<file path="src/rtl/led_serial_receiver_if.sv">
// Bundles the strip link, pixel/frame outputs and frame-buffer read port of led_serial_receiver.
interface led_serial_receiver_if #(
  parameter int LEDS = 50
) ();
  localparam int IDX_W = $clog2(LEDS);
  localparam int LEN_W = $clog2(LEDS + 1);

  logic             dIn;
  logic             clkIn;
  logic             pxValid;
  logic [IDX_W-1:0] pxIndex;
  logic [23:0]      pxData;
  logic             frameDone;
  logic [LEN_W-1:0] frameLen;
  logic             frameErr;
  logic             busy;
  logic [IDX_W-1:0] rdAddr;
  logic [23:0]      rdData;

  modport master (
    output dIn, clkIn, rdAddr,
    input  pxValid, pxIndex, pxData, frameDone, frameLen, frameErr, busy, rdData
  );

  modport slave (
    input  dIn, clkIn, rdAddr,
    output pxValid, pxIndex, pxData, frameDone, frameLen, frameErr, busy, rdData
  );
endinterface

</file>
<file path="src/rtl/led_serial_receiver.sv">
// Two-wire LED strip receiver: assembles 24-bit pixels, ends frames on line-idle timeout.
// Optional frame buffer enabled by defining LEDRX_FRAMEBUF_EN.
module led_serial_receiver #(
  parameter int LEDS         = 50,
  parameter int LATCH_CYCLES = 6250,
  parameter int SYNC_STAGES  = 2
) (
  input  logic                 clk,
  input  logic                 rst,
  led_serial_receiver_if.slave bus
);
  localparam int IDX_W  = $clog2(LEDS);
  localparam int LEN_W  = $clog2(LEDS + 1);
  localparam int IDLE_W = $clog2(LATCH_CYCLES);
  localparam logic [LEN_W-1:0]  LEDS_L    = LEN_W'(LEDS);
  localparam logic [IDLE_W-1:0] IDLE_TERM = IDLE_W'(LATCH_CYCLES - 1);

  typedef enum logic [1:0] {
    ST_IDLE  = 2'd0,
    ST_RECV  = 2'd1,
    ST_LATCH = 2'd2
  } state_t;

  logic [SYNC_STAGES-1:0] din_sync_r;
  logic [SYNC_STAGES-1:0] clkin_sync_r;
  logic                   clkin_dly_r;
  logic                   din_s;
  logic                   rise_s;

  state_t            state_r, state_s;
  logic [4:0]        bit_cnt_r, bit_cnt_s;
  logic [LEN_W-1:0]  led_idx_r, led_idx_s;
  logic [IDLE_W-1:0] idle_cnt_r, idle_cnt_s;
  logic              overflow_r, overflow_s;
  logic [23:0]       sh_reg_r, sh_reg_s;
  logic [23:0]       shifted_s;

  logic              px_valid_r, px_valid_s;
  logic [IDX_W-1:0]  px_index_r, px_index_s;
  logic [23:0]       px_data_r, px_data_s;
  logic              frame_done_r, frame_done_s;
  logic [LEN_W-1:0]  frame_len_r, frame_len_s;
  logic              frame_err_r, frame_err_s;
  logic              busy_r, busy_s;
  logic [23:0]       rd_data_r;

  // Synchronise link pins; rise is detected one stage past the synchroniser output.
  always_ff @(posedge clk or posedge rst) begin
    if (rst) begin
      din_sync_r   <= '0;
      clkin_sync_r <= '0;
      clkin_dly_r  <= 1'b0;
    end else begin
      din_sync_r   <= {din_sync_r[SYNC_STAGES-2:0], bus.dIn};
      clkin_sync_r <= {clkin_sync_r[SYNC_STAGES-2:0], bus.clkIn};
      clkin_dly_r  <= clkin_sync_r[SYNC_STAGES-1];
    end
  end

  assign din_s     = din_sync_r[SYNC_STAGES-1];
  assign rise_s    = clkin_sync_r[SYNC_STAGES-1] & ~clkin_dly_r;
  assign shifted_s = {sh_reg_r[22:0], din_s};

  // Next-state and next-output logic for the receive FSM.
  always_comb begin
    state_s      = state_r;
    bit_cnt_s    = bit_cnt_r;
    led_idx_s    = led_idx_r;
    idle_cnt_s   = idle_cnt_r;
    overflow_s   = overflow_r;
    sh_reg_s     = sh_reg_r;
    px_valid_s   = 1'b0;
    px_index_s   = px_index_r;
    px_data_s    = px_data_r;
    frame_done_s = 1'b0;
    frame_len_s  = frame_len_r;
    frame_err_s  = frame_err_r;
    case (state_r)
      ST_IDLE, ST_RECV: begin
        if (rise_s) begin
          state_s    = ST_RECV;
          idle_cnt_s = '0;
          sh_reg_s   = shifted_s;
          if (bit_cnt_r == 5'd23) begin
            bit_cnt_s = 5'd0;
            if (led_idx_r < LEDS_L) begin
              px_valid_s = 1'b1;
              px_index_s = led_idx_r[IDX_W-1:0];
              px_data_s  = shifted_s;
              led_idx_s  = led_idx_r + LEN_W'(1);
            end else begin
              overflow_s = 1'b1;
            end
          end else begin
            bit_cnt_s = bit_cnt_r + 5'd1;
          end
        end else if (state_r == ST_RECV && idle_cnt_r == IDLE_TERM) begin
          // frameLen/frameErr are loaded together with the frameDone pulse
          state_s      = ST_LATCH;
          idle_cnt_s   = '0;
          frame_done_s = 1'b1;
          frame_len_s  = led_idx_r;
          frame_err_s  = (bit_cnt_r != 5'd0) | overflow_r;
        end else if (state_r == ST_RECV) begin
          idle_cnt_s = idle_cnt_r + IDLE_W'(1);
        end else begin
          idle_cnt_s = '0;
        end
      end
      ST_LATCH: begin
        led_idx_s  = '0;
        overflow_s = 1'b0;
        idle_cnt_s = '0;
        if (rise_s) begin
          state_s   = ST_RECV;
          sh_reg_s  = {23'h0, din_s};
          bit_cnt_s = 5'd1;
        end else begin
          state_s   = ST_IDLE;
          sh_reg_s  = 24'h0;
          bit_cnt_s = 5'd0;
        end
      end
      default: begin
        state_s    = ST_IDLE;
        bit_cnt_s  = 5'd0;
        led_idx_s  = '0;
        idle_cnt_s = '0;
        overflow_s = 1'b0;
        sh_reg_s   = 24'h0;
      end
    endcase
    busy_s = (state_s != ST_IDLE);
  end

  // FSM state, counters and registered outputs.
  always_ff @(posedge clk or posedge rst) begin
    if (rst) begin
      state_r      <= ST_IDLE;
      bit_cnt_r    <= 5'd0;
      led_idx_r    <= '0;
      idle_cnt_r   <= '0;
      overflow_r   <= 1'b0;
      sh_reg_r     <= 24'h0;
      px_valid_r   <= 1'b0;
      px_index_r   <= '0;
      px_data_r    <= 24'h0;
      frame_done_r <= 1'b0;
      frame_len_r  <= '0;
      frame_err_r  <= 1'b0;
      busy_r       <= 1'b0;
    end else begin
      state_r      <= state_s;
      bit_cnt_r    <= bit_cnt_s;
      led_idx_r    <= led_idx_s;
      idle_cnt_r   <= idle_cnt_s;
      overflow_r   <= overflow_s;
      sh_reg_r     <= sh_reg_s;
      px_valid_r   <= px_valid_s;
      px_index_r   <= px_index_s;
      px_data_r    <= px_data_s;
      frame_done_r <= frame_done_s;
      frame_len_r  <= frame_len_s;
      frame_err_r  <= frame_err_s;
      busy_r       <= busy_s;
    end
  end

`ifdef LEDRX_FRAMEBUF_EN
  logic [23:0] fbuf_r [LEDS];

  // Frame buffer write port; contents deliberately survive reset.
  always_ff @(posedge clk) begin
    if (px_valid_r) begin
      fbuf_r[px_index_r] <= px_data_r;
    end
  end

  // Registered read port; out-of-range addresses read as zero.
  always_ff @(posedge clk or posedge rst) begin
    if (rst) begin
      rd_data_r <= 24'h0;
    end else if (int'(bus.rdAddr) < LEDS) begin
      rd_data_r <= fbuf_r[bus.rdAddr];
    end else begin
      rd_data_r <= 24'h0;
    end
  end
`else
  logic unused_rd_addr_s;
  assign unused_rd_addr_s = ^bus.rdAddr;
  assign rd_data_r        = 24'h0;
`endif

  assign bus.pxValid   = px_valid_r;
  assign bus.pxIndex   = px_index_r;
  assign bus.pxData    = px_data_r;
  assign bus.frameDone = frame_done_r;
  assign bus.frameLen  = frame_len_r;
  assign bus.frameErr  = frame_err_r;
  assign bus.busy      = busy_r;
  assign bus.rdData    = rd_data_r;
endmodule
</file>
<file path="src/flat_wrapper.sv">
// flat-port wrapper written by rule: the top's interface ports become plain ports
module led_serial_receiver_flat 
#(
  parameter int LEDS         = 50,
  parameter int LATCH_CYCLES = 6250,
  parameter int SYNC_STAGES  = 2
)
  (clk, rst, bus_dIn, bus_clkIn, bus_rdAddr, bus_pxValid, bus_pxIndex, bus_pxData, bus_frameDone, bus_frameLen, bus_frameErr, bus_busy, bus_rdData);
  led_serial_receiver_if #(.LEDS(LEDS)) bus_i ();
  input  logic clk;
  input  logic rst;
  input wire logic [$bits(bus_i.dIn)-1:0] bus_dIn;
  input wire logic [$bits(bus_i.clkIn)-1:0] bus_clkIn;
  input wire logic [$bits(bus_i.rdAddr)-1:0] bus_rdAddr;
  output wire logic [$bits(bus_i.pxValid)-1:0] bus_pxValid;
  output wire logic [$bits(bus_i.pxIndex)-1:0] bus_pxIndex;
  output wire logic [$bits(bus_i.pxData)-1:0] bus_pxData;
  output wire logic [$bits(bus_i.frameDone)-1:0] bus_frameDone;
  output wire logic [$bits(bus_i.frameLen)-1:0] bus_frameLen;
  output wire logic [$bits(bus_i.frameErr)-1:0] bus_frameErr;
  output wire logic [$bits(bus_i.busy)-1:0] bus_busy;
  output wire logic [$bits(bus_i.rdData)-1:0] bus_rdData;
  assign bus_i.dIn = bus_dIn;
  assign bus_i.clkIn = bus_clkIn;
  assign bus_i.rdAddr = bus_rdAddr;
  assign bus_pxValid = bus_i.pxValid;
  assign bus_pxIndex = bus_i.pxIndex;
  assign bus_pxData = bus_i.pxData;
  assign bus_frameDone = bus_i.frameDone;
  assign bus_frameLen = bus_i.frameLen;
  assign bus_frameErr = bus_i.frameErr;
  assign bus_busy = bus_i.busy;
  assign bus_rdData = bus_i.rdData;
  led_serial_receiver #(.LEDS(LEDS), .LATCH_CYCLES(LATCH_CYCLES), .SYNC_STAGES(SYNC_STAGES)) u_core (.clk(clk), .rst(rst), .bus(bus_i));
endmodule
</file>
<file path="config.mk">
export PLATFORM = sky130hd
export DESIGN_NAME = led_serial_receiver_flat
export DESIGN_NICKNAME = d
export VERILOG_FILES = /design/src/rtl/led_serial_receiver_if.sv /design/src/rtl/led_serial_receiver.sv /design/src/flat_wrapper.sv
export SDC_FILE = /design/constraint.sdc
export NUM_CORES = 1
export LEC_CHECK = 0
export ABC_AREA = 1
export ABC_CLOCK_PERIOD_IN_PS = 6850
export CORE_ASPECT_RATIO = 0.9
export CORE_MARGIN = 2
export CORE_UTILIZATION = 57
export CTS_CLUSTER_SIZE = 30
export DETAILED_ROUTE_END_ITERATION = 8
export PLACE_DENSITY = 0.91
export SYNTH_ARGS = -nofsm -noshare
export SYNTH_HDL_FRONTEND = slang
export SYNTH_SLANG_ARGS = --single-unit
</file>
<file path="constraint.sdc">
create_clock -name clk -period 6.85 [get_ports clk]
set_input_delay 1.7125 -clock clk [delete_from_list [all_inputs] [get_ports clk]]
set_output_delay 1.7125 -clock clk [all_outputs]
set_load 0.02 [all_outputs]
</file>
==> results.cfg, run 1 <==
[route]
wl_met2_um = 3770
drt-initial-drc-count = 189
post_drt_wl_per_cell_um = 12.5
dr.max_layer_used = met4
drc_errors = 0
route.met3.wl_um = 412
via_count = 3032
drt-met1-wl_um = 3260
postRouteAntennaNets = 0
wl_um = 7490
firstDrtPassIters = 4
routed_via_density = 5.07

[finish]
multiInputGateArea_mm2 = 0.00143
diodes = 0
layout.cells.non_filler = 598
drive_gt1_share_pct = 8.71
utilization_pct = 66.9
finalNetCount = 515
fillers = 580
seqCellArea_mm2 = 0.00238
area_growth_pct = 12.1

[die]
initial_core_util_pct = 59.7
die_w_um = 95.4
io_pins = 74
design.core.area_mm2 = 0.00718
die_area_mm2 = 0.00823
num_rows = 29
die_h_um = 86.3

[setup_path]
required_ps = 5140
slowest_delay_ps = 610
path_depth = 1
worstPathArrival_ps = 1360
criticalPathCategory = reg2out
critPathSlowestCell = clkdlybuf4s50_1
critPathLaunchType = flop
cpLargestDelayFamily = buffers and inverters
r2r_cells = 5
crit_buf_inv = 1
cp_max_fo = 2
crit_path_cell_trace = clkdlybuf4s50_1
endpoint_kind = output pin

[flow_run]
cap_violations = 0

[synthesis]
synthArstFlopShare_pct = 100
postSynthAreaPerCell_um2 = 9.28
yosysSeqAreaShare_pct = 55.5
synth_edf_count = 0
synth_flop_cell = dfrtp_1
syn_area_mm2 = 0.00429
synth_top_cell_by_area = dfrtp_1
synth_top_area_share_pct = 55.5
postSynthCellCount = 462
synth.distinct_cells = 31
synth-seq-cells = 95
synthTopCellsByArea = dfrtp_1, nand2_1, inv_1
ys_warn_count = 0

[hold_path]
min_path_type = reg2reg
whs_path_depth = 0

[power]
p_total_mw = 1.16
cellLeakagePower_nw = 2.32
peakVddDrop_mv = 0.183
p_per_area_mw_per_mm2 = 242

[timing]
slew_viol_final = 0
min_period_ps = 3070
post-route-period-util_pct = 44.8
slew_headroom_pct = 29.8
fin_worst_skew_ps = 12.9
report.final.hold_viol_count = 0
rsz0062_at_grt = false
fin_tns_setup_ps = 0
tightest_slew_ps = 1050
max_freq_mhz = 326
finalWorstSetupSlack_ps = 3780
finalSetupViolCount = 0

[global_route]
overflow = 0
grtUsageTotal_pct = 19.9
grt_pass1_vias = 2912
grt_max_degree = 77
antenna_found_initial = 0
grt_first_pass_wirelength_um = 13000

[clocking]
clk_pin_slew_worst_paths_ps = 90
tritoncts = done
insertion_delay_ps = 370
cts_hold_buffers = 0
post_cts_buffers = 0
numClockSinks = 95
clockRootBuffer = clkbuf_8
h-tree-depth = 3
cts.path.max_buffers = 2
post_cts_resize_count = 0
cts_buffers = 9

[placed_design]
io_buffers = 43
post-place-cells = 582
routabilityCongestion = 0.833
dpl.hpwl_um = 5230
post-place-ws_ps = 3540

[status]
status = completed
[routing by layer]
| layer | global-route usage [%] | vias up |
|---|---|---|
| met3 | 5.39 | 8 |
| li1 | - | 1489 |
| met1 | 25.7 | 1444 |
| met5 | 0 | - |
| met4 | 4.16 | 0 |
| met2 | 34.1 | 91 |
[path summary, 6_finish.rpt]
kind | startpoint | end | slack (ps)
max reg2reg | u_core.state_r[1]$_DFF_PP0_ | u_core.bus.pxData[22]$_DFFE_PP0P_ | 4380
max in group asynchronous | rst | u_core.clkin_sync_r[1]$_DFF_PP0_ | 4030
min | u_core.din_sync_r[0]$_DFF_PP0_ | u_core.din_sync_r[1]$_DFF_PP0_ | 360
min in group asynchronous | rst | u_core.idle_cnt_r[1]$_DFF_PP0_ | 1620
max | u_core.bus.pxData[0]$_DFFE_PP0P_ | bus_pxData[0] | 3780
min reg2reg | u_core.din_sync_r[0]$_DFF_PP0_ | u_core.din_sync_r[1]$_DFF_PP0_ | 360
[cells in the final DEF, fill, tap and decap left out, drive strengths merged]
cell,n
inv,65
clkbuf,9
conb,24
buf,1
xor2,7
clkdlybuf4s50,43
xnor2,1
nand3,22
ha,5
nand4,5
nand2,110
bufinv,1
nor3,2
nor2,42
o21ai,41
o21bai,2
clkinv,2
dfrtp,95
a21oi,6
o22ai,22
[Yosys cell counts (5+ instances only)]
cell type	number
a21oi_1	6
buf_4	24
buf_6	10
dfrtp_1	95
ha_1	5
inv_1	58
nand2_1	104
nand3_1	20
nand4_1	5
nor2_1	38
o21ai_0	16
o21ai_1	15
o21ai_2	10
o22ai_1	22
xor2_1	7
[where the power goes]
group | internal [mW] | leakage (nW) | switching, mW | total, mW
Sequential | 0.603 | 1.28 | 0.0284 | 0.632
Clock | 0.176 | 0.106 | 0.206 | 0.382
Combinational | 0.0489 | 0.927 | 0.101 | 0.150
Total | 0.828 | 2.32 | 0.336 | 1.16
[registers in the layout, indices dropped and copies added (netlist names), 2 cells and up]
name                 count
u_core.bit_cnt_r         5
u_core.bus.frameLen      6
u_core.bus.pxData       24
u_core.bus.pxIndex       6
u_core.clkin_sync_r      2
u_core.din_sync_r        2
u_core.idle_cnt_r       13
u_core.led_idx_r         6
u_core.sh_reg_r         23
u_core.state_r           2
[worst register-to-register path, delay by kind of cell (launching register included)]
| kind | cells | cell delay (ps) |
|---|---|---|
| and+or+nand+nor | 2 | 980 |
| DFF | 1 | 520 |
| buffers and inverters | 2 | 310 |
| AOI/OAI and AO/OA | 1 | 560 |
[through the flow]
step           area, um^2  hold WS, ps
2_1_floorplan        4370          331
3_3_place_gp         4600          334
3_5_place_dp         4600          340
4_1_cts              4810          360
5_1_grt              4810          374
6_report             4810          358
[layout make-up]
type | instances | share of cell area [%]
clock buffer | 9 | 2.58
clock inverter | 7 | 1.72
inverter | 61 | 4.95
multi-input combinational | 289 | 29.8
sequential | 95 | 49.5
tap | 93 | 2.42
timing repair buffer | 44 | 9.11
[kinds of logic (layout without fill, tap and decap cells)]
group	count (synthesis)	after routing	synth area share, %
AO/OA/AOI/OAI	71	71	9.92
buffers and inverters	101	121	13.2
flip-flops	95	95	55.5
other	1	24	0.0875
XOR/XNOR	8	8	1.63
adder cells (fa/ha/maj)	5	5	1.46
AND/OR/NAND/NOR	181	181	18.2
(Power assumes the default switching activity.)
==> run 2: changes to the inputs <==
- ABC_CLOCK_PERIOD_IN_PS: 6850 -> 2700
- CORE_UTILIZATION: 57 -> 48
- PLACE_DENSITY: 0.91 -> 0.82
- clock period: 6.85 -> 2.7 ns (I/O delays scaled with it)
==> run 2 against run 1 <==
Sequential share of layout area fell by 0.50 points. First-iteration DRC count decreased by 35%. Setup slack got worse by 3100 ps. Count of clock-buffer cells in the layout grew 2. Core utilization down 10 points. Critical path type unchanged. Largest power group unchanged.
==> results.cfg, run 2 (same netlist as run 1, synthesis figures left out) <==
[power]
switching_share_pct = 28.6
clkPwrFrac_pct = 30.8
combPwrFrac_pct = 13.4
p_int_mw = 2.05
p_per_area_mw_per_mm2 = 591
p_sw_mw = 0.820
cellLeakagePower_nw = 2.31
p_seq_share_pct = 55.9
peakVddDrop_mv = 0.380
p_total_mw = 2.87

[global_route]
overflow = 0
grt_first_pass_wirelength_um = 13400
grt_max_degree = 96
antenna_found_initial = 0
grtUsageTotal_pct = 17.1
grt_pass1_vias = 2898

[setup_path]
crit_path_cell_trace = clkdlybuf4s50_1
timing.rr.end = u_core.bus.pxData[23]$_DFFE_PP0P_
worstPathArrival_ps = 1350
cpLargestDelayFamily = buffers and inverters
timing.rr.start = u_core.state_r[1]$_DFF_PP0_
endpoint_kind = output pin
critPathLaunchType = flop
criticalPathCategory = reg2out
r2r_cells = 8
slowest_delay_ps = 620
required_ps = 2030
crit_buf_inv = 1
critPathSlowestCell = clkdlybuf4s50_1
cp_max_fo = 2
r2r_setup_slack_ps = 960

[die]
initial_core_util_pct = 49.8
io_pins = 74
die_area_mm2 = 0.00970
num_rows = 32
design.core.area_mm2 = 0.00861
die_h_um = 93.7
die_w_um = 104

[clocking]
clk_pin_slew_worst_paths_ps = 90
numClockSinks = 95
cts.path.max_buffers = 2
h-tree-depth = 3
post_cts_resize_count = 0
post_cts_buffers = 0
tritoncts = done
insertion_delay_ps = 360
cts_hold_buffers = 0
clockRootBuffer = clkbuf_8
cts_buffers = 9

[route]
postRouteAntennaNets = 0
routed_via_density = 4.78
wl_um = 7510
via_count = 2990
drc_errors = 0
post_drt_wl_per_cell_um = 12.0
drt-initial-drc-count = 123
firstDrtPassIters = 4

[finish]
layout_commonest_cell = nand2_1
largest_register_ffs = 24
layout.cells.non_filler = 626
drive_gt1_share_pct = 9.07
fillers = 787
area_growth_pct = 13.3
final_cell_mix = nand2_1, dfrtp_1, inv_1
diodes = 0
finalNetCount = 517

[timing]
post-route-period-util_pct = 75.0
slew_viol_final = 0
fin_tns_setup_ps = 0
rsz0062_at_grt = false
holdWs_ps = 354
min_period_ps = 2020
max_freq_mhz = 494
finalSetupViolCount = 0
fin_worst_skew_ps = 4.50
report.final.hold_viol_count = 0

[placed_design]
dpl.hpwl_um = 5290
routabilityCongestion = 0.840
io_buffers = 43
post-place-cells = 610

[flow_run]
cap_violations = 0

[hold_path]
whs_endpoint = u_core.din_sync_r[1]$_DFF_PP0_
min_path_type = reg2reg
hold_start = u_core.din_sync_r[0]$_DFF_PP0_
whs_path_depth = 0

[status]
status = completed
run 2: cell types whose count changed in the layout (fill, tap and decap cells not counted), sizes merged:
cell,previous run,this run
clkbuf,9,11
clkinvlp,0,3
buf,1,3
inv,65,61
bufinv,1,0
run 2: per-layer routing:
layer	vias to the layer above	track usage (%)	share of wire, %
met4	0	6.53	1.9
met5	-	0	0
li1	1491	-	-
met2	65	28.0	48
met1	1421	22.6	46
met3	13	3.68	3.9
run 2: power by group through the flow:
| stage | Combinational, mW | Sequential (mW) | Clock (mW) |
|---|---|---|---|
| finish | 0.384 | 1.60 | 0.883 |
| global route | 0.442 | 1.62 | 0.970 |
| CTS | 0.389 | 1.60 | 0.908 |
| detailed placement | 0.384 | 1.63 | 0 |
| global placement | 0.365 | 1.62 | 0 |
| floorplan | 0.323 | 1.62 | 0 |
run 2: worst max path at each step:
stage	start	end	slack [ps]	depth (start not counted)
floorplan	rst	u_core.bit_cnt_r[0]$_DFFE_PP0P_	910	1
global placement	u_core.state_r[1]$_DFF_PP0_	u_core.bus.pxIndex[4]$_DFFE_PP0P_	1000	8
detailed placement	u_core.state_r[1]$_DFF_PP0_	u_core.bus.pxData[23]$_DFFE_PP0P_	960	8
CTS	u_core.bus.pxIndex[3]$_DFFE_PP0P_	bus_pxIndex[3]	650	1
global route	u_core.bus.pxIndex[3]$_DFFE_PP0P_	bus_pxIndex[3]	620	1
finish	u_core.bus.pxIndex[3]$_DFFE_PP0P_	bus_pxIndex[3]	680	1
run 2: cell type report:
cell class / instances / area, um^2 / share of cell area [%]
flip-flops and latches: 95 / 2380 / 49.0
multi-input cells: 289 / 1430 / 29.5
repair buffers: 46 / 465 / 9.59
inverters: 61 / 240 / 4.95
clock buffers: 11 / 151 / 3.12
well taps: 119 / 149 / 3.07
clock inverters: 5 / 41.3 / 0.851
run 2: metrics by stage:
stage	setup WS, ps	util, %	instance area, um^2
6_report	676	56.4	4850
5_1_grt	618	56.4	4850
4_1_cts	649	56.4	4850
3_5_place_dp	963	54.2	4660
3_3_place_gp	999	54.2	4660
2_1_floorplan	905	-	4380
==> run 3: changes to the inputs <==
- ABC_CLOCK_PERIOD_IN_PS: 2700 -> 1900
- CORE_UTILIZATION: 48 -> 53
- PLACE_DENSITY: 0.82 -> 0.86
- clock period: 2.7 -> 1.9 ns (I/O delays scaled with it)
==> run 3 against run 2 <==
Sequential power is 42% higher. Clock power is 65% higher. Sequential cell count stayed put. First-iteration DRC count is 22% higher. Core utilization is 5.0 points higher. Critical path depth stayed put. Total power is 49% higher. Worst hold slack better by 11 ps. Clock skew is 2.8 ps higher. Global-route usage is 1.6 points higher.
==> results.cfg, run 3 (same netlist as run 1, synthesis figures left out) <==
[timing]
max_freq_mhz = 547
report.final.hold_viol_count = 0
finalSetupViolCount = 0
fin_worst_skew_ps = 7.34
fin_tns_setup_ps = 0
post-route-period-util_pct = 96.2
min_period_ps = 1830
slew_viol_final = 0
rsz0062_at_grt = false

[die]
initial_core_util_pct = 53.9
num_rows = 31
die_w_um = 98.8
die_area_mm2 = 0.00882
die_h_um = 89.3
io_pins = 74
design.core.area_mm2 = 0.00795

[route]
post_drt_wl_per_cell_um = 12.4
drc_errors = 0
wl_um = 7540
postRouteAntennaNets = 0
drt-initial-drc-count = 150
routed_via_density = 5.04
firstDrtPassIters = 4
via_count = 3070

[clocking]
numClockSinks = 95
insertion_delay_ps = 360
h-tree-depth = 3
cts_hold_buffers = 0
post_cts_resize_count = 0
clockRootBuffer = clkbuf_8
post_cts_buffers = 0
tritoncts = done
clk_pin_slew_worst_paths_ps = 90
cts_buffers = 9
cts.path.max_buffers = 2

[placed_design]
dpl.hpwl_um = 5350
routabilityCongestion = 0.849
placedInstanceArea_mm2 = 0.00466
io_buffers = 43

[setup_path]
endpoint_kind = output pin
critPathLaunchType = flop
cp_max_fo = 2
critPathSlowestCell = clkdlybuf4s50_1
worstPathArrival_ps = 1350
required_ps = 1420
crit_buf_inv = 1
cpLargestDelayFamily = buffers and inverters
criticalPathCategory = reg2out
slowest_delay_ps = 610
crit_path_cell_trace = clkdlybuf4s50_1

[finish]
final_cell_mix = nand2_1, dfrtp_1, inv_1
drive_gt1_share_pct = 9.61
layout_commonest_cell = nand2_1
fin_area_mm2 = 0.00488
diodes = 0
largest_register_ffs = 24
area_growth_pct = 13.8
fillers = 633
finalNetCount = 520

[global_route]
grt_first_pass_wirelength_um = 13200
antenna_found_initial = 0
grt_pass1_vias = 2972
grtUsageTotal_pct = 18.7
overflow = 0
grt_max_degree = 66

[power]
p_seq_share_pct = 53.2
switching_share_pct = 27.4
p_sw_mw = 1.17
p_int_mw = 3.11
p_per_area_mw_per_mm2 = 877
peakVddDrop_mv = 0.464
clkPwrFrac_pct = 34.1
combPwrFrac_pct = 12.7
cellLeakagePower_nw = 2.34

[status]
status = completed

[hold_path]
min_path_type = reg2reg

[flow_run]
cap_violations = 0
run 3: per-stage QoR:
step	setup slack, ps	instances	hold slack (ps)	utilization (%)	total power, mW
6_report	71.8	609	365	61.4	4.28
3_3_place_gp	372	593	333	58.6	2.83
2_1_floorplan	305	485	331	-	2.76
3_5_place_dp	332	593	346	58.6	2.86
4_1_cts	48.4	609	359	61.4	4.31
5_1_grt	29.6	609	370	61.4	4.49
run 3: cell type report:
type | count | area, um^2 | share of cell area (%)
clock inverters | 7 | 95.1 | 1.95
well taps | 99 | 124 | 2.54
flip-flops and latches | 95 | 2380 | 48.7
multi-input cells | 289 | 1430 | 29.3
repair buffers | 49 | 488 | 10.0
inverters | 61 | 240 | 4.92
clock buffers | 9 | 124 | 2.54
run 3: worst paths after layout:
check | start | to | slack (ps) | cells past startpoint
setup / recovery | u_core.bus.pxData[19]$_DFFE_PP0P_ | bus_pxData[19] | 70 | 1
hold / removal | u_core.din_sync_r[0]$_DFF_PP0_ | u_core.din_sync_r[1]$_DFF_PP0_ | 360 | 0
setup reg to reg | u_core.idle_cnt_r[0]$_DFF_PP0_ | u_core.bus.frameLen[4]$_DFFE_PP0P_ | 260 | 9
hold reg to reg | u_core.din_sync_r[0]$_DFF_PP0_ | u_core.din_sync_r[1]$_DFF_PP0_ | 360 | 0
max in group asynchronous | rst | u_core.clkin_sync_r[1]$_DFF_PP0_ | 960 | 3
min in group asynchronous | rst | u_core.sh_reg_r[16]$_DFFE_PP0P_ | 370 | 2
run 3: power by group through the flow:
stage / Clock, mW / Sequential [mW] / Combinational [mW]
3_5_place_dp: 0 / 2.32 / 0.541
6_report: 1.46 / 2.28 / 0.545
2_1_floorplan: 0 / 2.30 / 0.459
4_1_cts: 1.48 / 2.28 / 0.548
5_1_grt: 1.56 / 2.30 / 0.630
3_3_place_gp: 0 / 2.31 / 0.519
run 3: routing by layer:
| layer | wire, um | vias up | GRT usage (%) |
|---|---|---|---|
| met3 | 409 | 16 | 4.85 |
| li1 | - | 1495 | - |
| met1 | 3340 | 1477 | 23.6 |
| met2 | 3650 | 82 | 31.9 |
| met5 | 0 | - | 0 |
| met4 | 146 | 0 | 6.60 |
==> edit (config.mk and constraints of run 3) <==
Compare `bit_cnt_r` against `5'd23` with >= in place of ==.
--- a/src/rtl/led_serial_receiver.sv
+++ b/src/rtl/led_serial_receiver.sv
@@ -81,7 +81,7 @@
           state_s    = ST_RECV;
           idle_cnt_s = '0;
           sh_reg_s   = shifted_s;
-          if (bit_cnt_r == 5'd23) begin
+          if (bit_cnt_r >= 5'd23) begin
             bit_cnt_s = 5'd0;
             if (led_idx_r < LEDS_L) begin
               px_valid_s = 1'b1;
Check against the original RTL: no difference found for any inputs over 10 cycles, from zero or initial values and one cycle with rst high; that may be too few to reach the edited logic, so the function may still have changed.
==> edit against run 3 <==
- area after synthesis is 0.88% higher
- utilization is 0.97 points higher
- largest power group unchanged
- power is 11% higher
- worst setup slack worse by 0.0062 ns
- critical path type unchanged
- non-clock buffer count is 3 higher
- wire length is 7.6% higher
- highest routed layer unchanged
- cell area is 2.1% higher
- critical endpoint is now bus_pxData[1]
- die area is 0.84% higher
- sequential cell count stayed put
==> edit: results (changes against run 3) <==
GP Congestion 0.8267 (was 0.8490); worst r2r path cells 8 (was 9); M2 GR Usage 33.23% (was 31.88%); # H-tree levels 3 (unchanged); met3 wire length 393 µm (was 409 µm); DP Wirelength 5.680 mm (was 5.352 mm); Seq/Total Area, Yosys 54.98% (was 55.46%); M1 GR Usage 26.49% (was 23.62%); wl on met1 3.746 mm (was 3.340 mm); Adder-Cell Fraction of Synth Area 1.447% (was 1.459%); status completed (unchanged); Logic pwr share 17.9% (was 12.7%); P_comb 852 µW (was 545 µW); Nets 544 (was 520); final WL 8.120 mm (was 7.544 mm); Max Clock Skew 0.01123 ns (was 0.007335 ns); count of cell types in the netlist 30 (was 31); Vias/cell 4.937 (was 5.041); share of layout cells above drive strength 1 8.801% (was 9.608%); number of global-route vias before repair 3,082 (was 2,972); Synth Area in XOR/XNOR 1.823% (was 1.635%); area post-placement 0.004741 mm² (was 0.004659 mm²); metal2 WL 3.921 mm (was 3.647 mm); Synth Area in Compound Gates 5.990% (was 9.924%); initial DRC count 137 (was 150); Fillers 662 (was 633); Peak VDD IR 0.0006850 V (was 0.0004637 V); final setup margin 0.06553 ns (was 0.07176 ns); Routed WL per cell 12.83 µm (was 12.39 µm); Reg clk slew, reported paths 0.10 ns; top cells by area, synth dfrtp_1 (55%), nand2_1 (11%), nand3_1 (5.8%) (was dfrtp_1 (55%), nand2_1 (9.1%), inv_1 (5.1%)); first-pass GRT wire length 14.08 mm (was 13.17 mm); Pint 3.326 mW (was 3.106 mW); Async SR Flop Fraction 100.0% (unchanged); pre-CTS setup slack 0.1355 ns (was 0.3322 ns); placed insts 617 (was 593); pin count of the biggest net entering global routing 96 (was 66); crit path DAT 1.36 ns; largest delay contributor family on the critical path buffers and inverters (unchanged); GRT Resource Usage Total 19.72% (was 18.72%); LEAKAGE 2.541 nW (was 2.344 nW)
[edit: area by class of cell]
class | count | area [µm²] | share of cell area, %
clock buffers | 10 | 127.6 | 2.563
flip-flops and latches | 95 | 2377 | 47.74
well taps | 99 | 123.9 | 2.487
clock inverters | 6 | 100.1 | 2.010
multi-input cells | 305 | 1486 | 29.85
repair buffers | 52 | 513.0 | 10.30
inverters | 66 | 251.5 | 5.050
[edit: path summary, 6_finish.rpt]
path                       slack, ns                     end                   start
min                             0.37  u_core.clkin_sync_r[1]  u_core.clkin_sync_r[0]
min reg2reg                     0.37  u_core.clkin_sync_r[1]  u_core.clkin_sync_r[0]
max                             0.07           bus_pxData[1]    u_core.bus.pxData[1]
max in group asynchronous       0.91  u_core.bus.frameLen[2]                     rst
max reg2reg                     0.19   u_core.bus.pxIndex[5]     u_core.bit_cnt_r[0]
min in group asynchronous       0.58   u_core.bus.pxData[18]                     rst
